--- config.mk ---
export PLATFORM = sky130hd
export DESIGN_NAME = multi_pulse_core_flat
export DESIGN_NICKNAME = d
export VERILOG_FILES = /design/src/rtl/multi_pulse_pkg.sv /design/src/rtl/multi_pulse_core_if.sv /design/src/rtl/pulse_channel.sv /design/src/rtl/multi_pulse_core.sv /design/src/flat_wrapper.sv
export SDC_FILE = /design/constraint.sdc
export NUM_CORES = 2
export LEC_CHECK = 0
export CORE_ASPECT_RATIO = 0.9
export CORE_MARGIN = 4
export CORE_UTILIZATION = 45
export DETAILED_ROUTE_END_ITERATION = 12
export PLACE_DENSITY = 0.67
export SETUP_SLACK_MARGIN = 0.5
export SLEW_MARGIN = 20
export SYNTH_ARGS = -nofsm -noshare
export SYNTH_HDL_FRONTEND = slang
export SYNTH_HIERARCHICAL = 1
export SYNTH_SLANG_ARGS = --single-unit
--- constraint.sdc ---
create_clock -name clk -period 15.5 [get_ports clk]
set_clock_uncertainty 0.1 [all_clocks]
set_input_delay 2.325 -clock clk [delete_from_list [all_inputs] [get_ports clk]]
set_output_delay 2.325 -clock clk [all_outputs]
set_load 0.02 [all_outputs]
--- src/rtl/multi_pulse_pkg.sv ---
// Shared types and constants for the multi-channel LED pulse core.
//   mode_t   : per-channel operating mode (off, steady, blink, counted burst)
//   state_t  : channel FSM state
//   A_*      : word addresses within the MMIO slot
package multi_pulse_pkg;

  typedef enum logic [1:0] {
    MODE_OFF    = 2'd0,
    MODE_STEADY = 2'd1,
    MODE_BLINK  = 2'd2,
    MODE_BURST  = 2'd3
  } mode_t;

  typedef enum logic [1:0] {
    ST_IDLE = 2'd0,
    ST_ON   = 2'd1,
    ST_OFF  = 2'd2
  } state_t;

  localparam logic [4:0] A_ENABLE   = 5'd0;
  localparam logic [4:0] A_STATUS   = 5'd1;
  localparam logic [4:0] A_PRESCALE = 5'd2;
  localparam logic [4:0] A_CH_BASE  = 5'd16;

  // A programmed prescale of 0 runs the tick at full rate, same as 1.
  function automatic logic [23:0] prescale_eff(input logic [23:0] p);
    return (p == 24'd0) ? 24'd1 : p;
  endfunction

endpackage

--- src/rtl/multi_pulse_core_if.sv ---
// Slot bus for the pulse core.
//   cs, read, write : slot select and strobes
//   addr            : word address within the slot
//   wr_data         : write data
//   rd_data         : read data returned by the slave
interface multi_pulse_core_if;
  logic        cs;
  logic        read;
  logic        write;
  logic [4:0]  addr;
  logic [31:0] wr_data;
  logic [31:0] rd_data;

  modport master (output cs, read, write, addr, wr_data, input rd_data);
  modport slave  (input cs, read, write, addr, wr_data, output rd_data);
endinterface

--- src/rtl/pulse_channel.sv ---
// One LED channel: FSM, phase counter and remaining-burst counter.
//   tick       : shared prescaler tick (phase counters advance on it)
//   restart    : reload and re-enter the start state this cycle
//   enable     : 0 holds the channel idle with the LED low
//   on_time, off_time, mode, count : channel configuration (already
//                updated with any same-cycle register write)
//   led        : registered LED output
//   done_pulse : one-cycle pulse when a burst completes
//
// state   | meaning
// --------+-----------------------------------------------------------
// ST_IDLE | not cycling; LED high only for steady mode
// ST_ON   | on phase of a blink/burst unit, LED high
// ST_OFF  | off phase of a blink/burst unit, LED low
module pulse_channel
  import multi_pulse_pkg::*;
(
  input  logic        clk,
  input  logic        reset,
  input  logic        tick,
  input  logic        restart,
  input  logic        enable,
  input  logic [15:0] on_time,
  input  logic [15:0] off_time,
  input  mode_t       mode,
  input  logic [7:0]  count,
  output logic        led,
  output logic        done_pulse
);

  state_t      state;
  logic [15:0] phase_cnt;
  logic [7:0]  remain;

  logic burst, cyclic, on_zero, off_zero, on_end, off_end, last_unit;

  assign burst     = (mode == MODE_BURST);
  assign cyclic    = (mode == MODE_BLINK) || burst;
  assign on_zero   = (on_time == 16'd0);
  assign off_zero  = (off_time == 16'd0);
  assign on_end    = tick && (phase_cnt == on_time - 16'd1);
  assign off_end   = tick && (phase_cnt == off_time - 16'd1);
  assign last_unit = (remain <= 8'd1);

  always_ff @(posedge clk) begin
    if (reset) begin
      state      <= ST_IDLE;
      phase_cnt  <= '0;
      remain     <= '0;
      led        <= 1'b0;
      done_pulse <= 1'b0;
    end else begin
      done_pulse <= 1'b0;
      if (!enable) begin
        state     <= ST_IDLE;
        phase_cnt <= '0;
        led       <= 1'b0;
      end else if (restart) begin
        phase_cnt <= '0;
        remain    <= count;
        if (!cyclic) begin
          state <= ST_IDLE;
          led   <= (mode == MODE_STEADY);
        end else if ((on_zero && off_zero) || (burst && count == 8'd0)) begin
          // Nothing to blink: a burst of this shape is complete at once.
          state      <= ST_IDLE;
          led        <= 1'b0;
          done_pulse <= burst;
        end else if (!on_zero) begin
          state <= ST_ON;
          led   <= 1'b1;
        end else begin
          // Zero-length on phase is skipped; units are all off time.
          state <= ST_OFF;
          led   <= 1'b0;
        end
      end else begin
        case (state)
          ST_ON: begin
            if (on_end) begin
              phase_cnt <= '0;
              if (!off_zero) begin
                state <= ST_OFF;
                led   <= 1'b0;
              end else if (burst) begin
                // No off phase: a unit ends with its on phase.
                if (last_unit) begin
                  state      <= ST_IDLE;
                  led        <= 1'b0;
                  done_pulse <= 1'b1;
                end else begin
                  remain <= remain - 8'd1;
                end
              end
            end else if (tick) begin
              phase_cnt <= phase_cnt + 16'd1;
            end
          end
          ST_OFF: begin
            if (off_end) begin
              phase_cnt <= '0;
              if (burst && last_unit) begin
                state      <= ST_IDLE;
                led        <= 1'b0;
                done_pulse <= 1'b1;
              end else begin
                if (burst) remain <= remain - 8'd1;
                if (!on_zero) begin
                  state <= ST_ON;
                  led   <= 1'b1;
                end
              end
            end else if (tick) begin
              phase_cnt <= phase_cnt + 16'd1;
            end
          end
          default: ;
        endcase
      end
    end
  end

endmodule

--- src/rtl/multi_pulse_core.sv ---
// N-channel LED pulse/blink core for an MMIO slot.
//   clk, reset : system clock, synchronous active-high reset
//   bus        : slot bus (slave side); rd_data is a combinational decode
//   led_vec    : registered LED outputs, one per channel
// Holds the register file, shared tick prescaler, read mux, sticky done
// flags and one pulse_channel per channel.
module multi_pulse_core
  import multi_pulse_pkg::*;
#(
  parameter int N_CH         = 8,
  parameter int DEF_PRESCALE = 100_000
) (
  input  logic             clk,
  input  logic             reset,
  multi_pulse_core_if.slave bus,
  output logic [N_CH-1:0]  led_vec
);

  logic             wr_en, ch_hit;
  logic [2:0]       ch_idx;
  logic [N_CH-1:0]  enable_q, enable_nxt, done_q, done_pulse, restart, w1c;
  logic [23:0]      presc_q, presc_nxt, tick_cnt;
  logic             presc_wr, tick;
  logic [31:0]      time_q [N_CH];
  logic [31:0]      time_nxt [N_CH];
  mode_t            mode_q [N_CH];
  mode_t            mode_nxt [N_CH];
  logic [7:0]       count_q [N_CH];
  logic [7:0]       count_nxt [N_CH];
  logic [31:0]      rd_mux;
  logic             unused_read;

  assign wr_en       = bus.cs && bus.write;
  assign ch_idx      = bus.addr[3:1];
  assign ch_hit      = (bus.addr >= A_CH_BASE) && (int'(ch_idx) < N_CH);
  assign unused_read = bus.read;

  // Next register values. Channels are fed these rather than the registered
  // copies so a restart acts on the configuration written in the same cycle.
  always_comb begin
    enable_nxt = enable_q;
    presc_nxt  = presc_q;
    presc_wr   = 1'b0;
    w1c        = '0;
    time_nxt   = time_q;
    mode_nxt   = mode_q;
    count_nxt  = count_q;
    restart    = '0;
    if (wr_en) begin
      if (bus.addr == A_ENABLE) enable_nxt = bus.wr_data[N_CH-1:0];
      if (bus.addr == A_STATUS) w1c = bus.wr_data[8 +: N_CH];
      if (bus.addr == A_PRESCALE) begin
        presc_nxt = bus.wr_data[23:0];
        presc_wr  = 1'b1;
      end
      for (int i = 0; i < N_CH; i++) begin
        if (ch_hit && int'(ch_idx) == i) begin
          restart[i] = 1'b1;
          if (bus.addr[0]) begin
            mode_nxt[i]  = mode_t'(bus.wr_data[1:0]);
            count_nxt[i] = bus.wr_data[15:8];
          end else begin
            time_nxt[i] = bus.wr_data;
          end
        end
      end
    end
    restart = restart | (enable_nxt & ~enable_q);
  end

  assign tick = (tick_cnt == prescale_eff(presc_q) - 24'd1);

  always_ff @(posedge clk) begin
    if (reset) begin
      enable_q <= '0;
      presc_q  <= 24'(DEF_PRESCALE);
      done_q   <= '0;
      tick_cnt <= '0;
      for (int i = 0; i < N_CH; i++) begin
        time_q[i]  <= '0;
        mode_q[i]  <= MODE_OFF;
        count_q[i] <= '0;
      end
    end else begin
      enable_q <= enable_nxt;
      presc_q  <= presc_nxt;
      time_q   <= time_nxt;
      mode_q   <= mode_nxt;
      count_q  <= count_nxt;
      // Set beats a same-cycle write-1-to-clear.
      done_q   <= (done_q & ~w1c) | done_pulse;
      tick_cnt <= (presc_wr || tick) ? 24'd0 : tick_cnt + 24'd1;
    end
  end

  always_comb begin
    rd_mux = '0;
    if (bus.addr == A_ENABLE) begin
      rd_mux[N_CH-1:0] = enable_q;
    end else if (bus.addr == A_STATUS) begin
      rd_mux[N_CH-1:0]  = led_vec;
      rd_mux[8 +: N_CH] = done_q;
    end else if (bus.addr == A_PRESCALE) begin
      rd_mux[23:0] = presc_q;
    end else if (ch_hit) begin
      if (bus.addr[0]) rd_mux = {16'd0, count_q[ch_idx], 6'd0, mode_q[ch_idx]};
      else             rd_mux = time_q[ch_idx];
    end
  end

  assign bus.rd_data = rd_mux;

  for (genvar g = 0; g < N_CH; g++) begin : g_ch
    pulse_channel u_ch (
      .clk        (clk),
      .reset      (reset),
      .tick       (tick),
      .restart    (restart[g]),
      .enable     (enable_nxt[g]),
      .on_time    (time_nxt[g][15:0]),
      .off_time   (time_nxt[g][31:16]),
      .mode       (mode_nxt[g]),
      .count      (count_nxt[g]),
      .led        (led_vec[g]),
      .done_pulse (done_pulse[g])
    );
  end

endmodule

--- src/flat_wrapper.sv ---
// flat-port wrapper written by rule: the top's interface ports become plain ports
module multi_pulse_core_flat import multi_pulse_pkg::*;
#(
  parameter int N_CH         = 8,
  parameter int DEF_PRESCALE = 100_000
)
  (clk, reset, led_vec, bus_cs, bus_read, bus_write, bus_addr, bus_wr_data, bus_rd_data);
  multi_pulse_core_if bus_i ();
  input  logic clk;
  input  logic reset;
  output logic [N_CH-1:0] led_vec;
  input wire logic [$bits(bus_i.cs)-1:0] bus_cs;
  input wire logic [$bits(bus_i.read)-1:0] bus_read;
  input wire logic [$bits(bus_i.write)-1:0] bus_write;
  input wire logic [$bits(bus_i.addr)-1:0] bus_addr;
  input wire logic [$bits(bus_i.wr_data)-1:0] bus_wr_data;
  output wire logic [$bits(bus_i.rd_data)-1:0] bus_rd_data;
  assign bus_i.cs = bus_cs;
  assign bus_i.read = bus_read;
  assign bus_i.write = bus_write;
  assign bus_i.addr = bus_addr;
  assign bus_i.wr_data = bus_wr_data;
  assign bus_rd_data = bus_i.rd_data;
  multi_pulse_core #(.N_CH(N_CH), .DEF_PRESCALE(DEF_PRESCALE)) u_core (.clk(clk), .reset(reset), .bus(bus_i), .led_vec(led_vec));
endmodule
-- Yosys cells after proc, flatten, opt, wreduce, memory -nomap -nowiden
Cells that the tools add are included.
- register bits: 624
- input port bits: 42
- output and inout port bits: 40
- logic and storage cells: 876
- add/sub/neg operators: 34
- order comparisons: 10
- equal/unequal tests: 146
- multiplexer cells: 460
- bitwise gates (word level): 15
- reductions and logical operators: 143
- operators with widths (kind ; number):
    2-to-1 mux 8 bit ; 89
    2-to-1 mux 32 bit ; 20
    2-to-1 mux 16 bit ; 27
    == test 16 bit ; 16
    logical NOT 16 bit ; 16
    2-to-1 mux 256 bit ; 1
    case mux 16 bit (2 select lines) ; 8
    subtractor 16 x 1 -> 16 bit (second input constant) ; 16
    2-to-1 mux 2 bit ; 106
    2-to-1 mux 1 bit ; 170
    inequality test 3 x 2 -> 1 bit (second input constant) ; 56
    adder 16 x 1 -> 16 bit (second input constant) ; 8
    case mux 8 bit (2 select lines) ; 8
    binary-select mux 32 bit (select 3 bit) ; 1
    inequality test 4 x 3 -> 1 bit (second input constant) ; 24
    2-to-1 mux 24 bit ; 3
    AND reduction 9 bit ; 8
    <= comparator 8 x 1 -> 1 bit (second input constant) ; 8
    logical NOT 8 bit ; 8
    2-to-1 mux 64 bit ; 1
    subtractor 8 x 1 -> 8 bit (second input constant) ; 8
    logical AND 1 bit ; 49
    == test 2 bit (second input constant) ; 24
    AND reduction 6 bit ; 8
    other kinds (29) ; 125

-- Logic depth before layout (Yosys ltp)
- word-level depth: 10
- mapped depth: 22
- depth with buffers taken out: 19

-- Hierarchy
Netlist, hierarchy kept.
- modules (own cells, without submodules) (module ; times used ; cells an instance ; area an instance (um^2) ; sequential area each (um^2)):
    multi_pulse_core ; 1 ; 1828 ; 19932.9 ; 8007.7
    pulse_channel (u_core.g_ch[1].u_ch ...) ; 3 ; 387 ; 2936.6 ; 560.5
    pulse_channel (u_core.g_ch[5].u_ch ...) ; 2 ; 394 ; 2937.8 ; 560.5
    pulse_channel (u_core.g_ch[0].u_ch) ; 1 ; 382 ; 2890.3 ; 560.5
    pulse_channel (u_core.g_ch[4].u_ch) ; 1 ; 381 ; 2854.0 ; 560.5
    pulse_channel (u_core.g_ch[7].u_ch) ; 1 ; 373 ; 2696.3 ; 560.5

-- Worst setup path before layout
Ideal clock, no wire load.
- kind: flip-flop to flip-flop
- start: reg u_core.presc_q[8]
- end: reg u_core.g_ch[5].u_ch.remain[0]
- library setup time: 117 ps
- data arrival time: 7272 ps
- required time: 15283 ps
- slack: 8010 ps
- cell stages (with the launch flop): 22
- path buffers: 3
- period minus slack after synthesis: 7490 ps
- cells stage by stage: dfxtp_1 > buf_6 > or4_1 > buf_2 > nor3_2 > a31oi_1 > ha_1 > xnor2_1 > a211oi_1 > nand4_1 > nor3b_1 > nand4_1 > or4b_2 > nor4b_1 > o211ai_1 > a2111o_1 > a2111oi_2 > nand4_1 > o311a_2 > or4b_1 > buf_2 > a32o_2
- word-level cells in the longest chain between the ends: 7
- elaborated cells on any way between the ends: 9
- classes of those cells: 1 x add/sub; 3 x eq/ne; 1 x mux; 4 x reduce/logical
- RTL lines (element ; line ; source):
    start, declared ; multi_pulse_core.sv:22 ; logic [23:0] presc_q, presc_nxt, tick_cnt;
    start signal, assigned ; multi_pulse_core.sv:76 ; presc_q <= 24'(DEF_PRESCALE);
    start signal, assigned ; multi_pulse_core.sv:86 ; presc_q <= presc_nxt;
    logical NOT 24 bit ; multi_pulse_pkg.sv:27 ; return (p == 24'd0) ? 24'd1 : p;
    2-to-1 mux 24 bit (*) ; multi_pulse_pkg.sv:27 ;
    subtractor 24 x 1 -> 24 bit (*) ; multi_pulse_core.sv:71 ; assign tick = (tick_cnt == prescale_eff(presc_q) - 24'd1);
    == test 24 bit (*) ; multi_pulse_core.sv:71 ;
    net u_core.tick ; multi_pulse_core.sv:23 ; logic presc_wr, tick;
    logical AND 1 bit (on tied branches) ; pulse_channel.sv:42, pulse_channel.sv:41 ;
    inequality test 3 x 2 -> 1 bit (no line) ; -- ;
    AND reduction 9 bit (no line) (*) ; -- ;
    end signal, assigned ; pulse_channel.sv:60 ; remain <= count;
    end signal, assigned ; pulse_channel.sv:92 ; remain <= remain - 8'd1;
    end signal, assigned ; pulse_channel.sv:107 ; if (burst) remain <= remain - 8'd1;
    end, declared ; pulse_channel.sv:33 ; logic [7:0] remain;
Mark *: on every way through the listed nets, which the timed path passes. The rest lies on a longest branch.
A chain may end at the register's enable or synchronous reset.

==> run_results.csv <==
group,metric,value,unit
status,status,"finished clean",
detailed_routing,wire_per_inst,24.45,µm
detailed_routing,detail_route.iter0.violations,4273,
global_route,grt.overflow.total,0,
synthesis,syn-num-nets,5013,
floorplanning,ios,82,
sta,hold_viol,0,
clocking,htreeDepth,3,
synthesis,synth-seq-area-share,29.01,%
sta,holdWs,356.3,ps
worst_setup_path,path_depth,14,
placed_design,port_buffers,80,
detailed_routing,ant_nets,0,
synthesis,syn_inst,4913,
synthesis,avgSynthCellArea,8.764,µm²
clocking,cts-hold-fix-buffers,0,
synthesis,syn_area,43060,µm²
sta,slew_headroom,26.28,%
clocking,clk_path_buf_depth,3,
synthesis,ys_ff_latch,624,
worst_setup_path,rrSetupSlack,7950,ps
sta,clock.fmax,110.5,MHz
final_layout,area_growth,9.334,%
worst_setup_path,critPathCaptureType,"flop",
sta,final_max_slew_viol_count,0,
final_layout,nets,4937,
worst_setup_path,worstSetupStartpointType,"input port",
synthesis,synth_warnings,6,
detailed_routing,drt_wl_total,150300,µm
detailed_routing,routed_via_density,6.294,
synthesis,ys_async_sr_fraction,0,%
worst_setup_path,crit_fanout,19,
worst_setup_path,critical_path_arrival,9450,ps
job,cap_violations,0,
final_layout,fin_area,47080,µm²
worst_hold_path,hp-class,"reg2reg",
floorplanning,die_w,334.1,µm
final_layout,finalNonFillerCells,6147,
worst_setup_path,path_class,"in2reg",
worst_setup_path,cp-startpoint,"bus_addr[4]",
worst_setup_path,slowest_delay,910,ps
worst_setup_path,reg2reg_from,"u_core/presc_q[8]",
floorplanning,core_area,94790,µm²
placed_design,place_area,44580,µm²
clocking,cts_tree,"done",
synthesis,synth_edf_count,0,
clocking,cts_made_buffers,74,
worst_setup_path,cp_slowest_cell,"clkdlybuf4s50_1",
final_layout,layout-drive-gt1-share,17.07,%
sta,tns,0,ps
placed_design,place_inst,6014,
clocking,clk_pin_slew,60,ps
detailed_routing,drc,0,
worst_setup_path,ff2ff_path_depth,20,
final_layout,layout_common_cells,"624 x dfxtp_1, 400 x nor2b_1, 354 x mux2_2",
detailed_routing,drt_first_pass_iters,6,
worst_setup_path,crit_required,15900,ps
worst_setup_path,cp_top_family,"simple AND/OR/NAND/NOR gates",
placed_design,hpwl,112500,µm
worst_setup_path,crit_end,"u_core/g_ch[2].u_ch/remain[1]",
clocking,cts_setup_buffers,0,
worst_hold_path,min_from,"u_core/g_ch[3].u_ch/done_pulse",
power,cellLeakagePower,0.01760,µW
clocking,cts_resized,0,
global_route,grt_max_degree,98,
sta,timing.final.crit_share,58.37,%
sta,grt_setup_unrepaired,"false",
sta,setup_viol,0,
worst_setup_path,critPathBufInv,2,
synthesis,synthFlopType,"dfxtp_1",
floorplanning,std_cell_rows,107,
floorplanning,die_y,301.5,µm
power,peakVddDrop,0.07482,mV
global_route,grt_usage,28.72,%
global_route,grt_pass1_wl,221900,µm
final_layout,final_common_cell,"dfxtp_1",
clocking,clk_latency,650,ps
worst_setup_path,r2r_end,"u_core/g_ch[5].u_ch/remain[1]",
clocking,root_buffer,"clkbuf_16",
sta,tightest_slew,1096,ps
sta,fin_crit,9047,ps
global_route,grt_pass1_vias,35030,
floorplanning,die_area,100700,µm²
power,power,3691,µW
global_route,grt_antenna_before_repair,8,
synthesis,yosys.cell_types.count,116,
clocking,cts.sinks,624,
floorplanning,start_util,45.43,%
placed_design,place_congestion,0.9758,
detailed_routing,vias,38690,
worst_setup_path,path_cells,"clkdlybuf4s50_1 > nand4b_1 > nand2b_1 > nor2_2 > buf_4 > mux2_2 > or3_1 > or4_1 > a2111oi_0 > o2111ai_1 > a211oi_1 > a211o_2 > and4_4 > mux2_1",
power,powerDensity,78.40,nW/µm²
[power breakdown]
group / leakage, µW / switching (µW) / internal [µW]
clock network: 0.00121 / 744 / 1070
registers: 0.00503 / 5.57 / 1610
logic: 0.0114 / 175 / 90.0
total: 0.0176 / 924 / 2770
[final cells by class]
type                       count  area, µm²
antenna                        2      5.005
clock buffer                 100       2091
clock inverter                31      394.1
fill                        8967      47710
inverter                     146      548.0
multi-input combinational   3862      28810
sequential                   624      12490
tap                         1253       1568
timing repair buffer         129       1167
[synthesized netlist by cell type, types with 18 or more instances]
cell type  count  area share [%]
buf_1         18            0.16
o211ai_1      20            0.35
inv_1        142             1.2
o21ai_0      120             1.4
a211oi_1      32            0.56
or3_1         65            0.94
nand3b_1      26            0.45
nor4_2        21            0.61
nor2_2        33            0.48
nor2b_1      401             5.8
buf_2         30            0.35
mux4_2        92             4.8
nor2_1       357             3.1
nor3b_1       26            0.45
nand2_1      330             2.9
nand2b_1      29            0.42
xor2_1       227             4.6
clkbuf_1     204             1.8
mux2_2       354             9.3
or4_1         46            0.80
ha_1          58             1.7
xnor2_1      227             4.6
and3_1        51            0.74
o31ai_1       35            0.61
dfxtp_1      624              29
and2_1        25            0.36
nand4b_1      22            0.45
nand3_1      135             1.6
nor4b_1       33            0.67
mux2i_1       88             2.0
nand4_1      102             1.5
a21oi_1      153             1.8
or2_2         24            0.35
o2111ai_1     27            0.55
nor3_1       171             2.0
a31oi_1       58            0.84
nor4_1       111             1.6
[routing by layer]
layer,vias to the layer above,wire length (µm),GRT usage [%]
li1,17780,-,-
met3,275,16000,6.297
met4,8,7180,12.41
met2,1845,61490,41.42
met5,-,58,0
met1,18790,65580,41.13
[registers in the layout (all words and copies together) (netlist names), 16 cells and up]
register                    flops
u_core/count_q                 64
u_core/g_ch.u_ch/phase_cnt    128
u_core/g_ch.u_ch/remain        64
u_core/g_ch.u_ch/state         16
u_core/mode_q                  16
u_core/presc_q                 24
u_core/tick_cnt                24
u_core/time_q                 256
[worst register-to-register path: stages, from the launching register on]
cell,delay (ps)
dfxtp_1,430
or4_1,740
nor3_2,590
a31oi_1,200
ha_1,340
xnor2_1,130
a211oi_1,300
nand4_1,180
nor3b_1,240
nand4_1,130
or4b_2,630
nor4b_2,290
buf_4,500
o211ai_1,200
a2111o_1,470
a2111oi_2,310
nand4_1,180
o311a_2,410
or4b_1,690
a211oi_2,260
a211oi_1,70
[worst min-delay path by stage]
stage	slack (ps)	cells after the start	to
detailed placement	340	2	u_core/done_q[3]
global placement	320	2	u_core/done_q[3]
CTS	360	2	u_core/done_q[3]
finish	360	2	u_core/done_q[3]
global route	390	2	u_core/done_q[3]
floorplan	310	2	u_core/done_q[0]
[cell families after synthesis]
kind of cell    count (synthesis)  synth area share [%]
buf+inv                       427                 4.289
compound gates                716                 12.06
mux                           537                 16.19
flops                         624                 29.01
xor+xnor                      455                 9.290
fa+ha+maj                      58                 1.685
simple gates                 2096                 27.47
[per-stage QoR]
step | utilization [%] | setup slack, ps
detailed placement | 47.03 | 5876
CTS | 49.65 | 6537
finish | 49.67 | 6453
global placement | 47.02 | 5980
floorplan | - | 8010
global route | 49.66 | 6196
(Power assumes the default switching activity.)
